## config.mk

```make
export PLATFORM = sky130hd
export DESIGN_NAME = fft_dif_sequencer_flat
export DESIGN_NICKNAME = d
export VERILOG_FILES = /design/src/rtl/fft_dif_sequencer_if.sv /design/src/rtl/fft_dif_sequencer.sv /design/src/flat_wrapper.sv
export SDC_FILE = /design/constraint.sdc
export NUM_CORES = 1
export LEC_CHECK = 0
export ABC_AREA = 1
export ABC_CLOCK_PERIOD_IN_PS = 2300
export CAP_MARGIN = 25
export CORE_AREA = 3 3 59 61
export CTS_BUF_LIST = sky130_fd_sc_hd__clkbuf_16
export DETAILED_ROUTE_END_ITERATION = 8
export DIE_AREA = 0 0 62 64
export GPL_ROUTABILITY_DRIVEN = 0
export MAX_ROUTING_LAYER = met4
export PLACE_DENSITY = 0.8
export SLEW_MARGIN = 10
export SYNTH_ARGS = -nofsm -noshare
export SYNTH_HDL_FRONTEND = slang
export SYNTH_SLANG_ARGS = --single-unit
```

## constraint.sdc

```tcl
create_clock -name clk -period 2.3 [get_ports clk]
set_clock_uncertainty 0.2 [all_clocks]
set_input_delay 0.69 -clock clk [delete_from_list [all_inputs] [get_ports clk]]
set_output_delay 0.69 -clock clk [all_outputs]
set_load 0.01 [all_outputs]
```

## src/rtl/fft_dif_sequencer_if.sv

```systemverilog
// Bus between the DIF FFT sequencer and its surroundings: start/done
// handshake, RAM/ROM read strobes, write-back strobes and FSM debug state.
// Optional readout ports are present only when FFT_SEQ_BITREV_READOUT_EN is defined.
interface fft_dif_sequencer_if #(
  parameter int LOG2N = 3
);
  localparam int SW = $clog2(LOG2N);

  // Handshake: start is a level that is acted on only while the sequencer is
  // idle (busy=0 and done=0); busy stays high for the whole transform; done
  // is a single-cycle pulse after the last write-back. rd_en / wr_en are
  // qualifying strobes with no back-pressure: the addresses beside them are
  // meaningful only in cycles where the strobe is 1 and read as 0 otherwise.
  logic                 start;
  logic                 busy;
  logic                 done;
  logic [SW-1:0]        stage;
  logic                 rd_en;
  logic [LOG2N-1:0]     rd_addr0;
  logic [LOG2N-1:0]     rd_addr1;
  logic [LOG2N-2:0]     tw_addr;
  logic                 wr_en;
  logic [LOG2N-1:0]     wr_addr0;
  logic [LOG2N-1:0]     wr_addr1;
  logic [2:0]           state_dbg;
`ifdef FFT_SEQ_BITREV_READOUT_EN
  logic                 out_valid;
  logic [LOG2N-1:0]     out_addr;
  logic [LOG2N-1:0]     out_index;
`endif

  modport master (
    input  start,
    output busy, done, stage, rd_en, rd_addr0, rd_addr1, tw_addr,
    output wr_en, wr_addr0, wr_addr1, state_dbg
`ifdef FFT_SEQ_BITREV_READOUT_EN
    , output out_valid, out_addr, out_index
`endif
  );

  modport slave (
    output start,
    input  busy, done, stage, rd_en, rd_addr0, rd_addr1, tw_addr,
    input  wr_en, wr_addr0, wr_addr1, state_dbg
`ifdef FFT_SEQ_BITREV_READOUT_EN
    , input out_valid, out_addr, out_index
`endif
  );
endinterface

```

## src/rtl/fft_dif_sequencer.sv

```systemverilog
// Control and address generator for an in-place radix-2 DIF FFT using one
// shared butterfly. Issues read/twiddle addresses per butterfly and delays
// them by MEM_LAT+BFLY_LAT cycles to form aligned write-back strobes.
// Optional macro FFT_SEQ_BITREV_READOUT_EN adds a bit-reversed readout phase.
module fft_dif_sequencer #(
  parameter int LOG2N    = 3,
  parameter int MEM_LAT  = 1,
  parameter int BFLY_LAT = 2
) (
  input logic                  clk,
  input logic                  rst,
  fft_dif_sequencer_if.master  bus
);
  localparam int HALF   = (1 << LOG2N) / 2;
  localparam int WB_LAT = MEM_LAT + BFLY_LAT;
  localparam int SW     = $clog2(LOG2N);
  localparam int DW     = $clog2(WB_LAT + 1);

  localparam logic [LOG2N-1:0] LAST_K     = LOG2N'(HALF - 1);
  localparam logic [SW-1:0]    LAST_S     = SW'(LOG2N - 1);
  localparam logic [DW-1:0]    DRAIN_LAST = DW'(WB_LAT - 1);
`ifdef FFT_SEQ_BITREV_READOUT_EN
  localparam logic [LOG2N-1:0] LAST_N     = LOG2N'(2 * HALF - 1);
`endif

  typedef enum logic [2:0] {
    IDLE    = 3'd0,
    RUN     = 3'd1,
    DRAIN   = 3'd2,
    READOUT = 3'd3,
    FINISH  = 3'd4
  } state_t;

  state_t            state_q, state_d;
  logic [SW-1:0]     stage_q, stage_d;
  logic [LOG2N-1:0]  cnt_q, cnt_d;
  logic [DW-1:0]     drain_q, drain_d;

  logic [WB_LAT-1:0]            wen_q, wen_d;
  logic [WB_LAT-1:0][LOG2N-1:0] wa0_q, wa0_d;
  logic [WB_LAT-1:0][LOG2N-1:0] wa1_q, wa1_d;

  logic              rd_en;
  logic [LOG2N-1:0]  rd_a0, rd_a1, span, mask, j_val;
  logic [LOG2N-2:0]  tw_a;

  // State register, counters and write-back delay line
  always_ff @(posedge clk) begin
    if (rst) begin
      state_q <= IDLE;
      stage_q <= '0;
      cnt_q   <= '0;
      drain_q <= '0;
      wen_q   <= '0;
      wa0_q   <= '0;
      wa1_q   <= '0;
    end else begin
      state_q <= state_d;
      stage_q <= stage_d;
      cnt_q   <= cnt_d;
      drain_q <= drain_d;
      wen_q   <= wen_d;
      wa0_q   <= wa0_d;
      wa1_q   <= wa1_d;
    end
  end

  // Next-state: stage sweep RUN -> DRAIN per stage, then (readout) -> FINISH
  always_comb begin
    state_d = state_q;
    stage_d = stage_q;
    cnt_d   = cnt_q;
    drain_d = drain_q;
    case (state_q)
      IDLE: begin
        if (bus.start) begin
          state_d = RUN;
          stage_d = '0;
          cnt_d   = '0;
        end
      end
      RUN: begin
        cnt_d = cnt_q + LOG2N'(1);
        if (cnt_q == LAST_K) begin
          state_d = DRAIN;
          drain_d = '0;
          cnt_d   = '0;
        end
      end
      DRAIN: begin
        // Hold off reads until the stage's last write-back has committed
        drain_d = drain_q + DW'(1);
        if (drain_q == DRAIN_LAST) begin
          cnt_d = '0;
          if (stage_q != LAST_S) begin
            stage_d = stage_q + SW'(1);
            state_d = RUN;
          end else begin
`ifdef FFT_SEQ_BITREV_READOUT_EN
            state_d = READOUT;
`else
            state_d = FINISH;
`endif
          end
        end
      end
`ifdef FFT_SEQ_BITREV_READOUT_EN
      READOUT: begin
        cnt_d = cnt_q + LOG2N'(1);
        if (cnt_q == LAST_N) state_d = FINISH;
      end
`endif
      FINISH: begin
        state_d = IDLE;
        stage_d = '0;
      end
      default: state_d = IDLE;
    endcase
  end

  // Outputs: status, butterfly addressing from (stage, k), readout addressing
  always_comb begin
    rd_en = (state_q == RUN);
    // span = N >> (s+1); j = k mod span; the group index g sits above j,
    // so shifting those upper bits left by one gives 2*span*g
    span  = LOG2N'(1) << (LAST_S - stage_q);
    mask  = span - LOG2N'(1);
    j_val = cnt_q & mask;
    rd_a0 = '0;
    rd_a1 = '0;
    tw_a  = '0;
    if (rd_en) begin
      rd_a0 = ((cnt_q & ~mask) << 1) | j_val;
      rd_a1 = rd_a0 | span;
      tw_a  = (LOG2N-1)'(j_val << stage_q);
    end
    bus.busy      = (state_q == RUN) || (state_q == DRAIN) || (state_q == READOUT);
    bus.done      = (state_q == FINISH);
    bus.stage     = bus.busy ? stage_q : '0;
    bus.rd_en     = rd_en;
    bus.rd_addr0  = rd_a0;
    bus.rd_addr1  = rd_a1;
    bus.tw_addr   = tw_a;
    bus.wr_en     = wen_q[WB_LAT-1];
    bus.wr_addr0  = wa0_q[WB_LAT-1];
    bus.wr_addr1  = wa1_q[WB_LAT-1];
    bus.state_dbg = state_q;
`ifdef FFT_SEQ_BITREV_READOUT_EN
    bus.out_valid = (state_q == READOUT);
    bus.out_index = '0;
    bus.out_addr  = '0;
    if (state_q == READOUT) begin
      bus.out_index = cnt_q;
      for (int b = 0; b < LOG2N; b++) bus.out_addr[b] = cnt_q[LOG2N-1-b];
    end
`endif
  end

  // Delay line: read strobe and addresses shift toward the write-back port
  always_comb begin
    wen_d    = '0;
    wa0_d    = '0;
    wa1_d    = '0;
    wen_d[0] = rd_en;
    wa0_d[0] = rd_a0;
    wa1_d[0] = rd_a1;
    for (int i = 1; i < WB_LAT; i++) begin
      wen_d[i] = wen_q[i-1];
      wa0_d[i] = wa0_q[i-1];
      wa1_d[i] = wa1_q[i-1];
    end
  end
endmodule

```

## src/flat_wrapper.sv

```systemverilog
// flat-port wrapper written by rule: the top's interface ports become plain ports
module fft_dif_sequencer_flat 
#(
  parameter int LOG2N    = 3,
  parameter int MEM_LAT  = 1,
  parameter int BFLY_LAT = 2
)
  (clk, rst, bus_start, bus_busy, bus_done, bus_stage, bus_rd_en, bus_rd_addr0, bus_rd_addr1, bus_tw_addr, bus_wr_en, bus_wr_addr0, bus_wr_addr1, bus_state_dbg);
  fft_dif_sequencer_if #(.LOG2N(LOG2N)) bus_i ();
  input logic clk;
  input logic rst;
  input wire logic [$bits(bus_i.start)-1:0] bus_start;
  output wire logic [$bits(bus_i.busy)-1:0] bus_busy;
  output wire logic [$bits(bus_i.done)-1:0] bus_done;
  output wire logic [$bits(bus_i.stage)-1:0] bus_stage;
  output wire logic [$bits(bus_i.rd_en)-1:0] bus_rd_en;
  output wire logic [$bits(bus_i.rd_addr0)-1:0] bus_rd_addr0;
  output wire logic [$bits(bus_i.rd_addr1)-1:0] bus_rd_addr1;
  output wire logic [$bits(bus_i.tw_addr)-1:0] bus_tw_addr;
  output wire logic [$bits(bus_i.wr_en)-1:0] bus_wr_en;
  output wire logic [$bits(bus_i.wr_addr0)-1:0] bus_wr_addr0;
  output wire logic [$bits(bus_i.wr_addr1)-1:0] bus_wr_addr1;
  output wire logic [$bits(bus_i.state_dbg)-1:0] bus_state_dbg;
  assign bus_i.start = bus_start;
  assign bus_busy = bus_i.busy;
  assign bus_done = bus_i.done;
  assign bus_stage = bus_i.stage;
  assign bus_rd_en = bus_i.rd_en;
  assign bus_rd_addr0 = bus_i.rd_addr0;
  assign bus_rd_addr1 = bus_i.rd_addr1;
  assign bus_tw_addr = bus_i.tw_addr;
  assign bus_wr_en = bus_i.wr_en;
  assign bus_wr_addr0 = bus_i.wr_addr0;
  assign bus_wr_addr1 = bus_i.wr_addr1;
  assign bus_state_dbg = bus_i.state_dbg;
  fft_dif_sequencer #(.LOG2N(LOG2N), .MEM_LAT(MEM_LAT), .BFLY_LAT(BFLY_LAT)) u_core (.clk(clk), .rst(rst), .bus(bus_i));
endmodule
```

==> results.toml, run 1 <==
[run_status]
status = "finished with violations"
violations = "negative setup slack"

[clock_network]
worstSkewPairLatency_ps = 270
clock_sinks = 31
cts_buffers = 5
cts.htree.levels = 2
cts_max_path_buffers = 2
clock_tree.root_cell = "sky130_fd_sc_hd__clkbuf_16"
cts_tree = "yes"
clock_edge_transition_at_the_registers_on_the_reported_setup_and_hold_paths_ps = 50
cts_hold_repair.buffers = 0

[sta]
slew_headroom_pct = 83.6
timing.final.max_slew_violations = 0
fmaxAchievable_mhz = 420
final_period_minus_worst_setup_slack_ps = 2380
setup_viol_count_final = 4
hold_viol = 0
final.period_utilization_pct = 103
layout_setup_ws_ps = -80.4
unrepaired_setup_endpoints_after_global_routing = "true"
tightest_slew_ps = 245

[synth]
muxShareOfSynthArea_pct = 0
postSynthCellCount = 170
syn_avg_cell_area_sq_um = 7.82
post_synth_num_cell_types = 26
synth_compound_gate_area_share_pct = 9.03
mappedNetlistArea_sq_mm = 0.00133
xor_xnor_share_of_the_synthesized_area_pct = 0
synthesis.yosys.warnings = 0
synth_seq_area_share_pct = 46.7
simple_gate_fraction_of_synth_area_pct = 22.0
synthAdderAreaFrac_pct = 6.59
combinational_family_with_the_most_area_after_synthesis = "simple AND/OR/NAND/NOR gates"
postSynthNetCount = 180
synth_top_area_share_pct = 46.7
synth_seq_cells = 31
synth_top_area_cell = "sky130_fd_sc_hd__dfxtp_1"
ys_top_cells_by_area = "sky130_fd_sc_hd__dfxtp_1 (47%), sky130_fd_sc_hd__inv_1 (9.6%), sky130_fd_sc_hd__nor2_1 (8.2%)"

[global_routing]
grt_antenna_before_repair = 0
grt_max_degree = 15
globalRouteTotalUtil_pct = 20.3
vias_in_the_first_global_route = 1268
grt.overflow.total = 0
wire_length_of_the_first_global_routing_pass_mm = 5.66

[pwr]
power_share_of_the_clock_group_pct = 44.9
worst_vdd_drop_uv = 300
comb_power_share_pct = 13.6
sequentialPowerShare_pct = 41.5
total_switching_power_uw = 321
power.switching_fraction_pct = 23.8
overall_power_of_the_completed_layout_mw = 1.34
p_per_area_mw_per_mm2 = 659
power.internal_mw = 1.02
total_leakage_power_nw = 0.918

[layout]
drive_gt1_share_pct = 35.7
area_growth_syn_to_layout_pct = 53.4
mostFrequentLayoutCells = "sky130_fd_sc_hd__buf_4 (30), sky130_fd_sc_hd__inv_1 (28), sky130_fd_sc_hd__dfxtp_1 (28)"
finalCoreUtilization_pct = 67.4
nets = 237
instances_no_fill = 271
mostFrequentLayoutCell = "sky130_fd_sc_hd__buf_4"
n_antenna_cell = 0

[drt]
wl_mm = 3.33
drt_pass1_iterations = 4
drt-vias-per-instance = 4.54
routed-via-count = 1229
ant_nets = 0
drc = 0
dr.first_iter.drc_count = 47
post_drt_wl_per_cell_um = 12.3

[critical_path]
critPathLaunchType = "register"
setup.worst_path.end_class = "output pin"
ff2ff_setup_slack_ps = 50
r2r-end = "u_core.wa0_d[5]"
regToRegStartpoint = "u_core.stage_q[0]"
critical_path_class = "reg2out"
worstPathArrival_ps = 1490
cp_data_required_time_ps = 1410
worst-path-max-fanout = 3
worst_r2r_path_depth = 14

[min_path]
hold_path.startpoint = "u_core.wen_q[0]"
holdPathEnd = "u_core.wen_q[1]"
timing.hold.worst_path_depth = 2
type_of_the_worst_min_delay_path = "reg2reg"

[floorplan]
die_span_in_x_um = 62
die_area_sq_mm = 0.00397
std_cell_rows = 20
top_level_ports = 26
start_util_pct = 43.9
vertical_die_dimension_um = 64
core-area_sq_mm = 0.00303

[placement]
place_hpwl_mm = 2.01
place_ws_ps = -347
number_of_i_o_port_buffers = 25
dp.cells = 250

[job]
cap_viol_max_count = 0
[state kept, by name (all words and copies together) (netlist names)]
signal / flops
u_core.stage_q: 2
u_core.wa0_d: 6
u_core.bus.wr_addr1: 3
u_core.bus.wr_addr0: 3
u_core.drain_q: 2
u_core.wa1_d: 6
u_core.bus.state_dbg: 3
u_core.wen_q: 3
u_core.cnt_q: 3
[cells in the mapped netlist]
cell	instances
sky130_fd_sc_hd__nand3_1	4
sky130_fd_sc_hd__inv_2	1
sky130_fd_sc_hd__a21oi_2	2
sky130_fd_sc_hd__o211ai_1	1
sky130_fd_sc_hd__ha_1	7
sky130_fd_sc_hd__o21ai_0	4
sky130_fd_sc_hd__nor2_4	1
sky130_fd_sc_hd__inv_1	34
sky130_fd_sc_hd__nand2_1	21
sky130_fd_sc_hd__nor2_1	29
sky130_fd_sc_hd__nor3_4	1
sky130_fd_sc_hd__nor3_1	5
sky130_fd_sc_hd__dfxtp_1	31
sky130_fd_sc_hd__and2_1	1
sky130_fd_sc_hd__nand3b_1	1
sky130_fd_sc_hd__o21ai_2	1
sky130_fd_sc_hd__a22oi_1	1
sky130_fd_sc_hd__nand4_1	2
sky130_fd_sc_hd__buf_4	7
sky130_fd_sc_hd__o22ai_1	1
sky130_fd_sc_hd__inv_4	1
sky130_fd_sc_hd__a211oi_1	1
sky130_fd_sc_hd__or2_2	1
sky130_fd_sc_hd__clkbuf_1	2
sky130_fd_sc_hd__a21oi_1	9
sky130_fd_sc_hd__buf_6	1
[power by group through the flow]
| stage | registers, mW | logic (mW) | clock network [mW] |
|---|---|---|---|
| after floorplan | 0.570 | 0.0741 | 0 |
| after global placement | 0.566 | 0.143 | 0 |
| after detailed placement | 0.567 | 0.147 | 0 |
| after CTS | 0.558 | 0.169 | 0.613 |
| after global routing | 0.559 | 0.200 | 0.643 |
| final | 0.558 | 0.183 | 0.604 |
[logic make-up (layout without fill, tap and decap cells)]
group                      count (synthesis)  after routing
and+or+nand+nor                           66             66
buffers and inverters                     46            103
DFF                                       31             31
AOI/OAI and AO/OA                         20             20
adders and majority gates                  7              7
[worst max-delay path, cell delays in order (launching register included)]
cell	delay, ps
sky130_fd_sc_hd__dfxtp_2	340
sky130_fd_sc_hd__inv_4	50
sky130_fd_sc_hd__ha_4	270
sky130_fd_sc_hd__inv_4	50
sky130_fd_sc_hd__a22oi_2	160
sky130_fd_sc_hd__buf_4	160
sky130_fd_sc_hd__o21ai_2	50
sky130_fd_sc_hd__buf_2	140
[final cells by class]
cell class,count,area (sq um)
clock inverters,2,8.76
flip-flops and latches,31,624
clock buffers,5,125
repair buffers,60,495
multi-input cells,93,587
well taps,44,55.1
inverters,36,145
fillers,250,987
[worst max-delay path by stage]
stage	start	end	slack [ps]	depth (start not counted)
2_1_floorplan	u_core.stage_q[0]	bus_rd_addr1[2]	50	7
3_3_place_gp	u_core.stage_q[0]	bus_rd_addr1[2]	-280	7
3_5_place_dp	u_core.stage_q[0]	bus_rd_addr1[2]	-350	7
4_1_cts	u_core.stage_q[0]	bus_rd_addr1[1]	-60	7
5_1_grt	u_core.stage_q[0]	bus_rd_addr1[1]	-160	7
6_report	u_core.stage_q[0]	bus_rd_addr1[1]	-80	7
[metal layers]
| metal | routed length, um | global-route usage [%] | vias to the layer above |
|---|---|---|---|
| met3 | 169 | 6.87 | 13 |
| met4 | 102 | 9.02 | 0 |
| met2 | 1770 | 34.7 | 39 |
| li1 | - | - | 628 |
| met1 | 1290 | 20.0 | 549 |
| met5 | 0 | - | - |
[per-stage QoR]
step                setup TNS [ps]  cell area [sq um]  hold slack [ps]
floorplan                        0               1330              188
global placement             -1540               1720              188
detailed placement           -1850               1720              193
CTS                           -173               2000              199
global route                  -716               2040              214
finish                        -193               2040              200
[what timing repair did]
action                                  in CTS  in global routing
setup buffers                               15                  2
pin swaps                                    9                  7
resized for setup                           64                 17
endpoints found under the setup margin      13                 13
Note: power is estimated with default switching activity, not from simulation.
==> run 2: changes to the inputs <==
--- a/config.mk
+++ b/config.mk
@@ -8,13 +8,15 @@
 export ABC_AREA = 1
 export ABC_CLOCK_PERIOD_IN_PS = 2300
 export CAP_MARGIN = 25
-export CORE_AREA = 3 3 59 61
-export CTS_BUF_LIST = sky130_fd_sc_hd__clkbuf_16
+export CORE_AREA = 3 3 54 56
+export CTS_BUF_LIST = sky130_fd_sc_hd__clkbuf_8
 export DETAILED_ROUTE_END_ITERATION = 8
-export DIE_AREA = 0 0 62 64
+export DIE_AREA = 0 0 57 59
+export DONT_BUFFER_PORTS = 1
 export GPL_ROUTABILITY_DRIVEN = 0
+export GPL_TIMING_DRIVEN = 0
 export MAX_ROUTING_LAYER = met4
-export PLACE_DENSITY = 0.8
+export PLACE_DENSITY = 0.79
 export SLEW_MARGIN = 10
 export SYNTH_ARGS = -nofsm -noshare
 export SYNTH_HDL_FRONTEND = slang
==> run 2 against run 1 <==
The run still ends with negative setup slack left. Sequential cell count is the same. Core utilization rose by 1.8 points. Final area fell by 16%. Register-to-register slack improved by 410 ps. Setup slack lost 90 ps. Worst hold slack about the same. Fmax down 3.6%.
==> results.toml, run 2 (synthesis gave the netlist of run 1 again) <==
[floorplan]
top_level_ports = 26
vertical_die_dimension_um = 59
die_span_in_x_um = 57
die_area_sq_mm = 0.00336
start_util_pct = 53.7
std_cell_rows = 18
core-area_sq_mm = 0.00248

[pwr]
power_share_of_the_clock_group_pct = 44.1
power.switching_fraction_pct = 23.6
total_leakage_power_nw = 0.696
comb_power_share_pct = 11.1
p_per_area_mw_per_mm2 = 728
sequentialPowerShare_pct = 44.8
worst_vdd_drop_uv = 532
overall_power_of_the_completed_layout_mw = 1.25
power.internal_uw = 953
total_switching_power_uw = 294

[placement]
dp.cells = 200
place_hpwl_mm = 1.81
detailed_place.area_sq_mm = 0.00137
number_of_i_o_port_buffers = 0
place_ws_ps = -197

[sta]
hold_viol = 0
final_period_minus_worst_setup_slack_ps = 2470
final.period_utilization_pct = 107
tightest_slew_ps = 509
slew_headroom_pct = 66.1
layout_setup_ws_ps = -170
setup_viol_count_final = 8
fmaxAchievable_mhz = 405
timing.final.max_slew_violations = 0
unrepaired_setup_endpoints_after_global_routing = "true"

[drt]
dr.first_iter.drc_count = 27
routed-via-count = 1091
wl_mm = 2.88
ant_nets = 0
drt_pass1_iterations = 4
post_drt_wl_per_cell_um = 13.0
drt-vias-per-instance = 4.94
drc = 0

[layout]
n_antenna_cell = 0
nets = 200
drive_gt1_share_pct = 30.4
fillers = 198
mostFrequentLayoutCell = "sky130_fd_sc_hd__inv_1"
mostFrequentLayoutCells = "sky130_fd_sc_hd__inv_1 (29), sky130_fd_sc_hd__nor2_1 (27), sky130_fd_sc_hd__dfxtp_1 (27)"
instances_no_fill = 221
layout.cell_area.non_filler_sq_mm = 0.00171
area_growth_syn_to_layout_pct = 28.9

[clock_network]
cts_max_path_buffers = 2
cts_hold_repair.buffers = 0
cts_buffers = 5
clock_sinks = 31
worstSkewPairLatency_ps = 290
cts.htree.levels = 2
clock_tree.root_cell = "sky130_fd_sc_hd__clkbuf_8"
cts_tree = "yes"
clock_edge_transition_at_the_registers_on_the_reported_setup_and_hold_paths_ps = 60

[critical_path]
worst-path-max-fanout = 6
cp_data_required_time_ps = 1410
worstPathArrival_ps = 1580
critPathLaunchType = "register"
setup.worst_path.end_class = "output pin"
critical_path_class = "reg2out"

[run_status]
status = "finished with violations"
violations = "negative setup slack"

[min_path]
type_of_the_worst_min_delay_path = "reg2reg"

[global_routing]
globalRouteTotalUtil_pct = 19.7
grt.overflow.total = 0
grt_max_degree = 11
grt_antenna_before_repair = 0
vias_in_the_first_global_route = 1116
wire_length_of_the_first_global_routing_pass_mm = 4.86

[job]
cap_viol_max_count = 0
==> run 2: cell count changes in the layout (fill, tap and decap cells not counted), sizes merged, moves of 2 or more <==
cell,previous run,this run
buf,43,20
dlygate4sd2,3,0
clkbuf,6,8
clkdlybuf4s50,10,0
dlymetal6s2s,2,0
==> run 2: critical path, stage by stage (launching register included) <==
cell and delay, ps:
sky130_fd_sc_hd__dfxtp_4 360, sky130_fd_sc_hd__buf_6 120, sky130_fd_sc_hd__nor3_4 410, sky130_fd_sc_hd__inv_4 120
sky130_fd_sc_hd__o21ai_4 170, sky130_fd_sc_hd__buf_6 120
==> run 2: power by group through the flow <==
stage	clock network [mW]	logic, mW	registers (mW)
after CTS	0.562	0.130	0.558
final	0.550	0.138	0.559
after global routing	0.582	0.153	0.560
after detailed placement	0	0.0902	0.572
after floorplan	0	0.0741	0.570
after global placement	0	0.0881	0.571
==> run 2: metal layers <==
layer	track usage (%)	wire length, um
met4	9.27	72
met5	-	0
met2	35.1	1510
met3	6.32	149
met1	19.6	1140
==> run 2: layout make-up <==
| cell class | instances | area [sq um] | area share [%] |
|---|---|---|---|
| plain buffers | 10 | 86.3 | 5.04 |
| clock buffers | 6 | 82.6 | 4.82 |
| clock inverters | 2 | 35.0 | 2.04 |
| inverters | 36 | 148 | 8.61 |
| multi-input cells | 94 | 598 | 34.9 |
| flip-flops and latches | 31 | 633 | 36.9 |
| well taps | 30 | 37.5 | 2.19 |
| repair buffers | 12 | 93.8 | 5.47 |
==> run 2: what timing repair did <==
item | CTS | global route
gates cloned | 1 | 0
buffers inserted | 10 | 2
endpoints found under the setup margin | 8 | 8
hold endpoints to repair | 0 | 0
resized for setup | 36 | 3
pin swaps | 8 | 4
==> run 2: final timing paths <==
kind / from / to / slack, ps / cells past startpoint
hold / removal: u_core.wa0_d[5] / u_core.wa0_d[8] / 200 / 2
setup / recovery: u_core.bus.state_dbg[2] / bus_rd_addr1[1] / -170 / 5
hold reg to reg: u_core.wa0_d[5] / u_core.wa0_d[8] / 200 / 2
setup reg to reg: u_core.bus.state_dbg[2] / u_core.wa1_d[5] / 460 / 8
==> run 2: per-stage QoR <==
step	hold WS, ps	setup TNS (ps)	util (%)
final	200	-1000	69.2
after global placement	189	-368	55.2
after detailed placement	192	-552	55.2
after CTS	201	-989	68.1
after floorplan	188	0	-
after global routing	212	-1630	69.2
